[config.mk]
export PLATFORM = sky130hd
export DESIGN_NAME = regfile_wb_arb
export DESIGN_NICKNAME = d
export VERILOG_FILES = /design/src/rtl/regfile_wb_arb.sv
export SDC_FILE = /design/constraint.sdc
export NUM_CORES = 1
export LEC_CHECK = 0
export CAP_MARGIN = 20
export CORE_MARGIN = 2
export CORE_UTILIZATION = 35
export CTS_CLUSTER_DIAMETER = 60
export CTS_CLUSTER_SIZE = 16
export DETAILED_ROUTE_END_ITERATION = 6
export DONT_BUFFER_PORTS = 1
export GPL_TIMING_DRIVEN = 1
export PLACE_DENSITY = 0.56
export SYNTH_ARGS = -nofsm -noshare
export SYNTH_HDL_FRONTEND = slang
export SYNTH_SLANG_ARGS = --single-unit
[constraint.sdc]
create_clock -name clk_i -period 2.8 [get_ports clk_i]
set_clock_uncertainty 0.15 [all_clocks]
set_input_delay 0.42 -clock clk_i [delete_from_list [all_inputs] [get_ports clk_i]]
set_output_delay 0.42 -clock clk_i [all_outputs]
set_load 0.005 [all_outputs]
[src/rtl/regfile_wb_arb.sv]
// Register-file writeback controller: arbitrates ALU and load writebacks into an
// in-order FIFO and issues at most one register write per cycle, with a pending bitmap.
module regfile_wb_arb #(
    parameter int DW    = 16,
    parameter int AW    = 3,
    parameter int DEPTH = 4
) (
    input  logic              clk_i,
    input  logic              rst_ni,
    input  logic              alu_valid_i,
    output logic              alu_ready_o,
    input  logic [AW-1:0]     alu_addr_i,
    input  logic [DW-1:0]     alu_data_i,
    input  logic              ld_valid_i,
    output logic              ld_ready_o,
    input  logic [AW-1:0]     ld_addr_i,
    input  logic [DW-1:0]     ld_data_i,
    output logic              wb_en_o,
    output logic [AW-1:0]     wb_addr_o,
    output logic [DW-1:0]     wb_data_o,
    output logic [2**AW-1:0]  pend_o,
    output logic [AW:0]       count_o
);

    localparam int PW = (DEPTH > 1) ? $clog2(DEPTH) : 1;
    localparam int CW = AW + 1;

    logic [AW-1:0]    addr_mem [DEPTH];
    logic [DW-1:0]    data_mem [DEPTH];

    logic [PW-1:0]    wr_ptr_q, wr_ptr_d;
    logic [PW-1:0]    rd_ptr_q, rd_ptr_d;
    logic [CW-1:0]    count_q, count_d;
    logic [1:0]       streak_q, streak_d;
    logic             wb_en_q, wb_en_d;
    logic [AW-1:0]    wb_addr_q, wb_addr_d;
    logic [DW-1:0]    wb_data_q, wb_data_d;

    logic             full;
    logic             empty;
    logic             streak_sat;
    logic             ld_acc;
    logic             alu_acc;
    logic             push;
    logic             pop;
    logic [AW-1:0]    push_addr;
    logic [DW-1:0]    push_data;
    logic [DEPTH-1:0] entry_valid;

    assign full       = (count_q == CW'(DEPTH));
    assign empty      = (count_q == '0);
    assign streak_sat = (streak_q == 2'd2);

    // Readies are forced low while reset is asserted, independent of the clock.
    assign ld_ready_o  = rst_ni & ~full & ~(streak_sat & alu_valid_i);
    assign alu_ready_o = rst_ni & ~full & (~ld_valid_i | streak_sat);

    assign ld_acc    = ld_valid_i & ld_ready_o;
    assign alu_acc   = alu_valid_i & alu_ready_o;
    assign push      = ld_acc | alu_acc;
    assign pop       = ~empty;
    assign push_addr = ld_acc ? ld_addr_i : alu_addr_i;
    assign push_data = ld_acc ? ld_data_i : alu_data_i;

    always_comb begin
        wr_ptr_d  = wr_ptr_q;
        rd_ptr_d  = rd_ptr_q;
        count_d   = count_q;
        streak_d  = streak_q;
        wb_en_d   = 1'b0;
        wb_addr_d = wb_addr_q;
        wb_data_d = wb_data_q;

        if (push) begin
            wr_ptr_d = wr_ptr_q + PW'(1);
        end
        if (pop) begin
            rd_ptr_d  = rd_ptr_q + PW'(1);
            wb_en_d   = 1'b1;
            wb_addr_d = addr_mem[rd_ptr_q];
            wb_data_d = data_mem[rd_ptr_q];
        end

        case ({push, pop})
            2'b10:   count_d = count_q + CW'(1);
            2'b01:   count_d = count_q - CW'(1);
            default: count_d = count_q;
        endcase

        // Streak counts loads won while the ALU was waiting; at 2 the ALU gets a turn.
        if (alu_acc || !alu_valid_i) begin
            streak_d = 2'd0;
        end else if (ld_acc) begin
            streak_d = streak_q + 2'd1;
        end
    end

    always_ff @(posedge clk_i) begin
        if (push) begin
            addr_mem[wr_ptr_q] <= push_addr;
            data_mem[wr_ptr_q] <= push_data;
        end
    end

    always_ff @(posedge clk_i or negedge rst_ni) begin
        if (!rst_ni) begin
            wr_ptr_q  <= '0;
            rd_ptr_q  <= '0;
            count_q   <= '0;
            streak_q  <= '0;
            wb_en_q   <= 1'b0;
            wb_addr_q <= '0;
            wb_data_q <= '0;
        end else begin
            wr_ptr_q  <= wr_ptr_d;
            rd_ptr_q  <= rd_ptr_d;
            count_q   <= count_d;
            streak_q  <= streak_d;
            wb_en_q   <= wb_en_d;
            wb_addr_q <= wb_addr_d;
            wb_data_q <= wb_data_d;
        end
    end

    // An entry is live when its distance from the read pointer is below the occupancy.
    for (genvar gi = 0; gi < DEPTH; gi++) begin : g_valid
        logic [PW-1:0] offset;
        assign offset          = PW'(gi) - rd_ptr_q;
        assign entry_valid[gi] = (CW'(offset) < count_q);
    end

    always_comb begin
        pend_o = '0;
        if (wb_en_q) begin
            pend_o[wb_addr_q] = 1'b1;
        end
        for (int i = 0; i < DEPTH; i++) begin
            if (entry_valid[i]) begin
                pend_o[addr_mem[i]] = 1'b1;
            end
        end
    end

    assign wb_en_o   = wb_en_q;
    assign wb_addr_o = wb_addr_q;
    assign wb_data_o = wb_data_q;
    assign count_o   = count_q;

endmodule

# Yosys cells after proc, flatten, opt, wreduce, memory -nomap -nowiden
# Memories as Yosys holds them, arrays and structs flattened. A register that Yosys moved wholly into a read port is not among the register bits.
# Index checks and enable logic that the tools add are counted.
[classes] n_addsub=9 magnitude_cmp=14 eq_ne=4 n_mux=23 bitwise=16 n_reduce_logical=14
[ops] operator="8-bit 2-to-1 mux" n=5
[ops] operator="8-bit bitwise OR" n=4
[ops] operator="3-bit by 4-bit less-than comparator with 1-bit output (second input constant)" n=5
[ops] operator="2-bit by 4-bit less-than comparator with 1-bit output" n=4
[ops] operator="16-bit 2-to-1 mux" n=1
[ops] operator="1-bit demux with 3-bit select" n=5
[ops] operator="3-bit by 1-bit greater-or-equal comparator with 1-bit output (second input constant)" n=5
[ops] operator="1-bit 2-to-1 mux" n=8
[ops] operator="4-bit case mux with 2 select lines" n=1
[ops] operator="2-bit by 1-bit adder with 2-bit output (second input constant)" n=3
[ops] operator="1-bit AND" n=6
[ops] operator="1-bit logical AND" n=5
[ops] operator="1-bit zero test" n=5
[ops] operator="4-bit by 1-bit adder with 4-bit output (second input constant)" n=1
[ops] operator="2-bit equality test (second input constant)" n=2
[ops] operator="4-bit by 3-bit equality test with 1-bit output (second input constant)" n=1
[ops] operator="4-bit zero test" n=1
[ops] operator="2-bit 2-to-1 mux" n=2
[ops] operator="1-bit NOT" n=4
[ops] operator="2-bit nonzero test" n=2
[ops] operator="1-bit by 2-bit subtractor with 2-bit output (first input constant)" n=2
[ops] operator="2-bit subtractor (first input constant)" n=2
[ops] operator="4-bit by 1-bit subtractor with 4-bit output (second input constant)" n=1
[ops] operator="3-bit 2-to-1 mux" n=1
[ops] operator="3 further kinds" n=4
[word_totals] reg_bits=11 mem_bits_rw=76 inputBits=42 out_inout_bits=34 elab_cells=87 n_memories=2
[mem_list] memory="data_mem" words=4 word_bits=16 read_ports=1 rd_ports_with_merged_regs=1 write_ports=1 line="29" rtl="logic [DW-1:0] data_mem [DEPTH];"
[mem_list] memory="addr_mem" words=4 word_bits=3 read_ports=5 rd_ports_with_merged_regs=1 write_ports=1 line="28" rtl="logic [AW-1:0] addr_mem [DEPTH];"

# Longest topological paths before layout
# Gate-level depths: netlist of the first run.
[logic_depth] word_depth=13 ltp_mapped=12 mapped_depth_nobuf=11

# Worst setup path before layout of the first run
# OpenSTA, ideal clock, no wires.
[synth_timing] kind="reg2reg" start="reg count_q[0], in the netlist count_o[0]" end="reg count_q[3], in the netlist count_o[3]" setup_time_ns=0.079 t_arrival_ns=2.409 required_time_ns=2.571 slack_ns=0.161 stages_incl_launch_ff=9 period_less_slack_ns=2.639 cell_sequence="dfrtp_1 > buf_2 > nor4_1 > inv_1 > clkbuf_1 > ha_1 > or4b_1 > a211oi_1 > xor2_1"
[synth_between] word_cells_on_any_way=16 cone_classes="2 x add/sub; 3 x eq/ne; 1 x mux; 8 x bitwise; 2 x reduce/logical"
[synth_rtl] item="from (decl)" line="33" rtl="logic [CW-1:0] count_q, count_d;"
[synth_rtl] item="from (signal assigned)" line="117" rtl="count_q <= count_d;"
[synth_rtl] item="4-bit zero test *" line="51" rtl="assign empty = (count_q == '0);"
[synth_rtl] item="1-bit NOT *" line="61" rtl="assign pop = ~empty;"
[synth_rtl] item="net pop" line="45" rtl="logic pop;"
[synth_rtl] item="2-bit by 1-bit equality test with 1-bit output or 2-bit equality test (tied branches)" line="84" rtl="case ({push, pop})"
[synth_rtl] item="4-bit case mux with 2 select lines or 2-bit nonzero test (tied branches)"
# The timed path passes the listed nets; every way through them passes the cells marked *.
# A chain may end at the register's enable or synchronous reset.

# Final worst setup path of the first run
[layout_timing] start="reg count_q[1], in the netlist count_o[1]" end="out pend_o[5]"
[layout_between] elab_chain_len=8 word_cells_on_any_way=11 cone_classes="4 x order compare; 4 x mux; 3 x bitwise"
[layout_lines] item="2-bit by 4-bit less-than comparator with 1-bit output" line="129" rtl="assign entry_valid[gi] = (CW'(offset) < count_q);"
[layout_lines] item="8-bit 2-to-1 mux" line="138" rtl="if (entry_valid[i]) begin"
[layout_lines] item="8-bit bitwise OR (no source line)"
[layout_lines] item="8-bit 2-to-1 mux" line="138"
[layout_lines] item="8-bit bitwise OR (no source line)"
[layout_lines] item="8-bit 2-to-1 mux" line="138"
[layout_lines] item="8-bit bitwise OR (no source line)"
[layout_lines] item="8-bit 2-to-1 mux *" line="138"
[layout_lines] item="to (decl)" line="21" rtl="output logic [2**AW-1:0] pend_o,"
# Every way passes the cells marked *; elsewhere a longest branch is shown, timed or not.

==> results of run 1 <==
[cells by family (layout without fill, tap and decap cells)]
kind of cell	after synthesis	count (layout)	share of synthesized area [%]
XOR/XNOR	10	10	1.79
AND/OR/NAND/NOR	133	133	13.9
flip-flops	106	106	62.1
adder cells (fa/ha/maj)	12	12	3.08
buffers and inverters	24	47	2.44
multiplexers	40	40	13.6
AO/OA/AOI/OAI	23	23	3.08
[placed cells by master, fill, tap and decap left out, drive strengths merged, types with 4 or more instances in the layout]
cell and n:
a31oi 8, edfxtp 76, nor3b 6, and2 4, xnor2 6, buf 20
nand4 11, dfrtp 30, ha 12, nor2 13, nand2 65, nand3 12
inv 11, mux2 21, clkbuf 11, mux4 19, xor2 4, nor2b 5
[per-layer routing]
metal / share of wire (%) / vias to the layer above / GRT usage (%)
met5: 0.13 / - / 0
met4: 2.1 / 2 / 6.39
met2: 51 / 65 / 25.1
met3: 4.4 / 13 / 2.76
li1: - / 1334 / -
met1: 42 / 1426 / 17.4
[final cells by class]
cell class / instances / area (um2)
Clock buffer: 11 / 243
Clock inverter: 5 / 86.3
Fill cell: 1319 / 8200
Inverter: 10 / 37.5
Multi-Input combinational cell: 218 / 1770
Sequential cell: 106 / 3030
Tap cell: 180 / 225
Timing Repair Buffer: 21 / 176
[power by group]
part	internal [mW]	switching (mW)
Combinational	0.956	1.12
Sequential	2.13	0.271
Clock	0.814	0.531
[synth_stat cells (all sizes together)]
cell     n
a211oi   2
nand4   11
nand3b   2
a31oi    8
nor3     2
or2      2
inv     10
a22oi    3
mux4    19
nand2b   2
or4b     2
nand2   65
mux2    21
a41oi    2
nor2    13
a21boi   1
and2     4
nor4bb   1
clkbuf   3
a21oi    3
buf     11
o21ai    3
nor2b    5
dfrtp   30
nand4b   3
xnor2    6
nor4     1
nor3b    6
ha      12
edfxtp  76
o211ai   1
xor2     4
nand3   12
or3b     2
[state kept, by name, indices dropped and copies added, names as in the netlist]
signal and cells:
streak_q 2, wb_data_o 16, count_o 4, wb_addr_o 3, data_mem 64, wb_en_o 1, rd_ptr_q 2, wr_ptr_q 2
addr_mem 12
[final timing paths]
check | cells after the start | end
worst min register to register | 2 | wb_data_o[5]
worst min-delay path | 2 | streak_q[0]
worst max-delay path | 8 | pend_o[5]
min in group asynchronous | 2 | wb_data_o[1]
worst max register to register | 12 | count_o[2]
max in group asynchronous | 2 | rd_ptr_q[0]
[per-stage QoR]
| step | power [mW] | setup WS [ps] | cell area, um2 |
|---|---|---|---|
| 4_1_cts | 5.85 | 3.07 | 5530 |
| 6_report | 5.82 | 138 | 5570 |
| 5_1_grt | 6.22 | -7.16 | 5570 |
| 3_3_place_gp | 4.33 | 242 | 5120 |
| 2_1_floorplan | 3.84 | 161 | 4880 |
| 3_5_place_dp | 4.38 | 185 | 5120 |
[what timing repair did]
item / in CTS / in global routing
gates resized for setup: 2 / 7
hold buffers: 2 / 0
endpoints found under the hold margin: 30 / 0
endpoints found under the setup margin: 8 / 9
setup buffers: 5 / 2
pin swaps: 1 / 2
[worst max-delay path, stage by stage (launching register included)]
cell	delay (ps)
dfrtp_1	350
buf_4	150
inv_2	70
ha_1	300
a21boi_0	200
o21ai_1	90
buf_4	190
a41oi_1	240
nand4_1	170
==> out/qor.csv, run 1 <==
metric,value,unit
totalWireLength,10.3,mm
ys_seq_area_share,62.1,%
grt_pass1_wl,15.8,mm
avgSynthCellArea,14.0,um2
critPathArrivalTime,2090,ps
grt_max_degree,31,
fin_crit_sh,95.1,%
portBuffers,0,
finalSetupViolCount,0,
antennaDiodeCount,0,
num_vias,2840,
cts_made_buffers,9,
route.detailed.drc,0,
nets,420,
viasPerCell,5.15,
place.gp.congestion,0.842,
synth_top_area_cell,edfxtp_1,
start_kind,flop,
netlist.area_leader.share,46.8,%
synth_cell_types,41,
start_util,35.4,%
synthTopCellsByArea,"edfxtp_1 (47%), dfrtp_1 (15%), mux4_2 (8.8%)",
whs,111,ps
rr_startpoint,count_o[1],
max-slew-margin-rel,68.1,%
cts_htree_levels,3,
grt_antenna_before_repair,1,
required,2230,ps
finalMaxSlewViolations,0,
finalCriticalPeriod,2660,ps
hpwl,6.63,mm
fin_setup_tns,0,ps
first_iter_violations,181,
drt_pass1_iterations,4,
syn-num-nets,402,
cts_root_buf,clkbuf_16,
max_cap_viol_count,0,
row_count,43,
area_growth,14.2,%
worstHoldStart,alu_valid_i,
synthesis.instances,348,
pin_count,76,
wire_per_inst,18.6,um
dieHeight,122,um
grt.total_usage,14.4,%
post-route-util,40.5,%
dieArea,14900,um2
die_w,122,um
vdd_drop_max,324,uV
cp-startpoint,count_o[1],
drive_gt1_share,24.5,%
numClockSinks,106,
status,"complete, no violations",
clock_latency,330,ps
coreArea,13800,um2
tightestPinTransition,477,ps
criticalPathCategory,flop to output port,
dp_cells,526,
antenna_left,0,
ys_ff_latch,106,
first_global_vias,2969,
leakagePower,2.03,nW
instances_no_fill,551,
syn-cell-area,4880,um2
hold_path.class,input pin to flop,
max_freq,376,MHz
cp_max_fo,8,
clock_path_buffers,2,
grt.overflow.total,0,
yosys_warnings,0,
rsz0062_at_grt,yes,
finalHoldViolCount,0,
cts_tree,done,
end_kind,output port,
path_clk_slew,70,ps
cellPowerDensity,1040,nW/um2
ff2ff_setup_slack,150,ps
Note: power is estimated with default switching activity, not from simulation.
==> run 2, diff against run 1 <==
--- a/config.mk
+++ b/config.mk
@@ -5,15 +5,16 @@
 export SDC_FILE = /design/constraint.sdc
 export NUM_CORES = 1
 export LEC_CHECK = 0
+export ABC_CLOCK_PERIOD_IN_PS = 2800
 export CAP_MARGIN = 20
 export CORE_MARGIN = 2
-export CORE_UTILIZATION = 35
+export CORE_UTILIZATION = 30
 export CTS_CLUSTER_DIAMETER = 60
 export CTS_CLUSTER_SIZE = 16
 export DETAILED_ROUTE_END_ITERATION = 6
 export DONT_BUFFER_PORTS = 1
 export GPL_TIMING_DRIVEN = 1
-export PLACE_DENSITY = 0.56
+export PLACE_DENSITY = 0.5
 export SYNTH_ARGS = -nofsm -noshare
 export SYNTH_HDL_FRONTEND = slang
 export SYNTH_SLANG_ARGS = --single-unit
==> out/qor.csv, run 2 (synthesis gave the netlist of run 1 again) <==
metric,value,unit
hold_path.class,input pin to flop,
viasPerCell,4.88,
nets,421,
coreArea,15900,um2
cts_root_buf,clkbuf_16,
final_cell_mix,"edfxtp_1 (76), nand2_1 (64), dfrtp_1 (28)",
grt_pass1_wl,16.6,mm
path_clk_slew,70,ps
min_path_cells,2,
finalWorstSetupSlack,97.3,ps
cts_made_buffers,9,
drive_gt1_share,24.5,%
hpwl,6.83,mm
criticalPathCategory,flop to output port,
timing.rr.end,count_o[2],
finalCriticalPeriod,2700,ps
place.gp.congestion,0.850,
cp_max_fo,8,
max_freq,370,MHz
instances_no_fill,589,
grt_antenna_before_repair,0,
drt_pass1_iterations,4,
largest_reg_flops,64,
pin_count,76,
leakagePower,2.06,nW
rr_startpoint,count_o[1],
required,2230,ps
finalSetupViolCount,0,
ff2ff_setup_slack,180,ps
row_count,46,
seq_area,3040,um2
end_kind,output port,
r2r_cells,11,
final_cell_area,5680,um2
antenna_left,0,
grt_max_degree,31,
route.detailed.drc,0,
dieHeight,132,um
dp_slack,119,ps
start_kind,flop,
cts_htree_levels,3,
slowest_delay,430,ps
status,"complete, no violations",
cp-startpoint,rd_ptr_q[0],
clock_path_buffers,2,
numClockSinks,106,
dp_cells,561,
area_growth,16.3,%
num_vias,2872,
tightestPinTransition,1030,ps
cts_tree,done,
portBuffers,0,
max_cap_viol_count,0,
fillerInstances,1564,
crit_slowest_cell,dfrtp_2,
totalWireLength,10.7,mm
finalMaxSlewViolations,0,
max-slew-margin-rel,31.4,%
dpl_cell_area,5160,um2
worstHoldStart,alu_valid_i,
grt.total_usage,12.8,%
path_cells,xnor2_2 > inv_1 > ha_2 > or3b_4 > o211ai_1 > buf_4 > nand4_1 > nand4_1,
cellPowerDensity,1050,nW/um2
die_w,132,um
grt.overflow.total,0,
wire_per_inst,18.2,um
start_util,30.7,%
worst_path_most_repeated_cell,nand4_1,
finalHoldViolCount,0,
vdd_drop_max,360,uV
largest-register,data_mem,
critPathArrivalTime,2130,ps
fin_crit_sh,96.5,%
multi_input_area,1770,um2
layout_commonest_cell,edfxtp_1,
dieArea,17300,um2
first_iter_violations,113,
first_global_vias,2954,
holdPathEnd,streak_q[1],
clock_latency,350,ps
-- run 2: area by class of cell --
class	count	area share, %
multi-input cells	218	31.2
clock buffers	10	4.21
well taps	216	4.76
diodes	1	0.0441
repair buffers	22	3.86
inverters	10	0.661
flip-flops and latches	106	53.5
clock inverters	6	1.83
-- run 2: power by group --
part | leakage [nW] | switching (mW) | internal (mW)
combinational | 0.841 | 1.13 | 0.984
sequential | 1.04 | 0.278 | 2.13
clock | 0.170 | 0.555 | 0.892
total | 2.06 | 1.96 | 4.01
-- run 2: how the worst max path moves through the flow --
stage                     cells after the start          to  slack [ps]
after floorplan                               8  count_o[3]         160
after global placement                       11  count_o[2]         190
after detailed placement                     11  count_o[2]         120
after CTS                                     8   pend_o[7]           8
after global routing                          8   pend_o[5]          -5
final                                         8   pend_o[7]         100
-- run 2: timing repair --
action | in CTS | in global routing
endpoints found under the hold margin | 30 | 0
gates resized for setup | 4 | 4
cloned | 0 | 0
pin swaps | 0 | 4
setup endpoints to repair | 8 | 9
setup buffers | 1 | 5
hold buffers | 2 | 0
-- run 2: routing by layer --
layer	part of all wire (%)	track usage, %
met5	0	0
met2	49	21.1
met1	44	16.1
met4	2.0	5.43
met3	5.1	2.85
-- run 2: through the flow --
step	total power, mW	TNS (ps)	hold WS (ps)	util, %
after CTS	5.95	0	86.0	35.0
final	5.97	0	106	35.7
after global routing	6.36	-4.95	125	35.7
after floorplan	3.84	0	-25.6	-
after global placement	4.38	0	-24.2	32.5
after detailed placement	4.42	0	-23.9	32.5
-- run 2: worst max-delay path: cells and delay by family (launching register included) --
kind	cells	cell delay (ps)
buf+inv	2	260
compound gates	1	90
simple gates	3	630
xor+xnor	1	200
flops	1	430
fa+ha+maj	1	170
==> run 3, diff against run 2 <==
--- a/config.mk
+++ b/config.mk
@@ -7,7 +7,6 @@
 export LEC_CHECK = 0
 export ABC_CLOCK_PERIOD_IN_PS = 2800
 export CAP_MARGIN = 20
-export CORE_MARGIN = 2
 export CORE_UTILIZATION = 30
 export CTS_CLUSTER_DIAMETER = 60
 export CTS_CLUSTER_SIZE = 16
@@ -15,6 +14,7 @@
 export DONT_BUFFER_PORTS = 1
 export GPL_TIMING_DRIVEN = 1
 export PLACE_DENSITY = 0.5
+export RECOVER_POWER = 50
 export SYNTH_ARGS = -nofsm -noshare
 export SYNTH_HDL_FRONTEND = slang
 export SYNTH_SLANG_ARGS = --single-unit
==> out/qor.csv, run 3 (synthesis gave the netlist of run 1 again) <==
metric,value,unit
tightestPinTransition,1550,ps
largest_reg_flops,64,
wire_per_inst,18.3,um
hpwl,7.13,mm
finalHoldViolCount,0,
num_vias,2826,
critPathArrivalTime,2130,ps
final_cell_mix,"edfxtp_1 (76), nand2_1 (65), dfrtp_1 (28)",
dieArea,16800,um2
cp_max_fo,9,
largest-register,data_mem,
hold_path.class,input pin to flop,
cts_made_buffers,9,
max-slew-margin-rel,-3.23,%
pin_count,76,
max_freq,371,MHz
violations,"capacitance limit, slew limit",
clock_power_share,23.4,%
area_growth,15.2,%
cts_root_buf,clkbuf_16,
fillerInstances,1586,
grt_max_degree,31,
vdd_drop_max,362,uV
drive_gt1_share,23.5,%
clock_path_buffers,2,
whs,110,ps
p_switching,1.98,mW
numClockSinks,106,
max_cap_viol_count,1,
first_global_vias,2892,
grt.total_usage,13.9,%
r2r_cells,8,
start_kind,flop,
clock_latency,340,ps
status,finished with violations,
cts_tree,done,
fin_crit_sh,96.4,%
comb_power_share,35.5,%
row_count,46,
antennaDiodeCount,0,
p_total,5.85,mW
finalCriticalPeriod,2700,ps
swShare,33.8,%
portBuffers,0,
min_path_cells,2,
route.detailed.drc,0,
coreArea,15900,um2
grt_pass1_wl,16.8,mm
seq_area,3040,um2
antenna_left,0,
place.gp.congestion,0.838,
viasPerCell,4.82,
grt.overflow.total,0,
drt_pass1_iterations,4,
cellPowerDensity,1040,nW/um2
p_seq_share,41.2,%
path_clk_slew,80,ps
first_iter_violations,121,
start_util,30.7,%
p_int,3.87,mW
dieHeight,130,um
die_w,130,um
layout_commonest_cell,edfxtp_1,
fin_setup_tns,0,ps
leakagePower,2.03,nW
required,2230,ps
finalMaxSlewViolations,31,
totalWireLength,10.7,mm
nets,419,
end_kind,output port,
cts_htree_levels,3,
finalSetupViolCount,0,
multi_input_area,1760,um2
criticalPathCategory,flop to output port,
grt_antenna_before_repair,1,
post-route-util,35.4,%
## run 3: cell count changes in the layout (fill, tap and decap cells not counted), moves of 2 or more
cell	before	now
buf_4	16	10
and2_0	0	4
and2_1	4	0
clkbuf_1	0	2
clkbuf_2	0	2
clkinvlp_4	0	2
## run 3: cell type report
type	count	area share [%]
Clock inverter	7	1.78
Timing Repair Buffer	20	3.43
Inverter	10	0.667
Clock buffer	9	4.00
Sequential cell	106	54.0
Tap cell	216	4.81
Multi-Input combinational cell	218	31.3
## run 3: worst max-delay path, cell delays in order, from the launching register on
cell and delay (ps):
dfrtp_1 410, buf_4 220, inv_1 60, ha_1 280, a21boi_1 140, o21ai_2 330, a41oi_2 190, nand4_1 160
## run 3: path summary, 6_finish.rpt
kind / startpoint / to / slack (ps)
min in group asynchronous: rst_ni / streak_q[0] / 970
max in group asynchronous: rst_ni / rd_ptr_q[0] / 510
max: rd_ptr_q[1] / pend_o[5] / 100
max reg2reg: count_o[1] / count_o[3] / 180
min reg2reg: wb_data_o[3] / wb_data_o[3] / 350
min: alu_valid_i / streak_q[0] / 110
## run 3: per-layer routing
layer / part of all wire [%] / GRT usage (%)
met5: 0.12 / 0
met3: 6.2 / 3.92
met2: 50 / 23.4
met1: 43 / 17.3
met4: 1.1 / 4.51
## run 3: through the flow
step | instance area, um2 | setup WS, ps | std cells
global route | 5620 | -2.83 | 586
detailed placement | 5190 | 183 | 562
CTS | 5570 | 17.5 | 581
global placement | 5150 | 237 | 560
floorplan | 4880 | 161 | 348
finish | 5620 | 102 | 586
## run 3: what timing repair did
action,4_1_cts,5_1_grt
setup buffers,1,3
endpoints found under the hold margin,30,0
setup endpoints to repair,8,8
pin swaps,0,1
gates resized for setup,3,6
hold buffers,2,0
## run 3: power by group through the flow
stage               registers, mW  logic [mW]  clock network (mW)
global route                 2.47        2.34                1.48
CTS                          2.42        2.05                1.41
detailed placement           2.45        2.00                   0
global placement             2.44        1.92                   0
finish                       2.41        2.08                1.37
floorplan                    2.36        1.49                   0
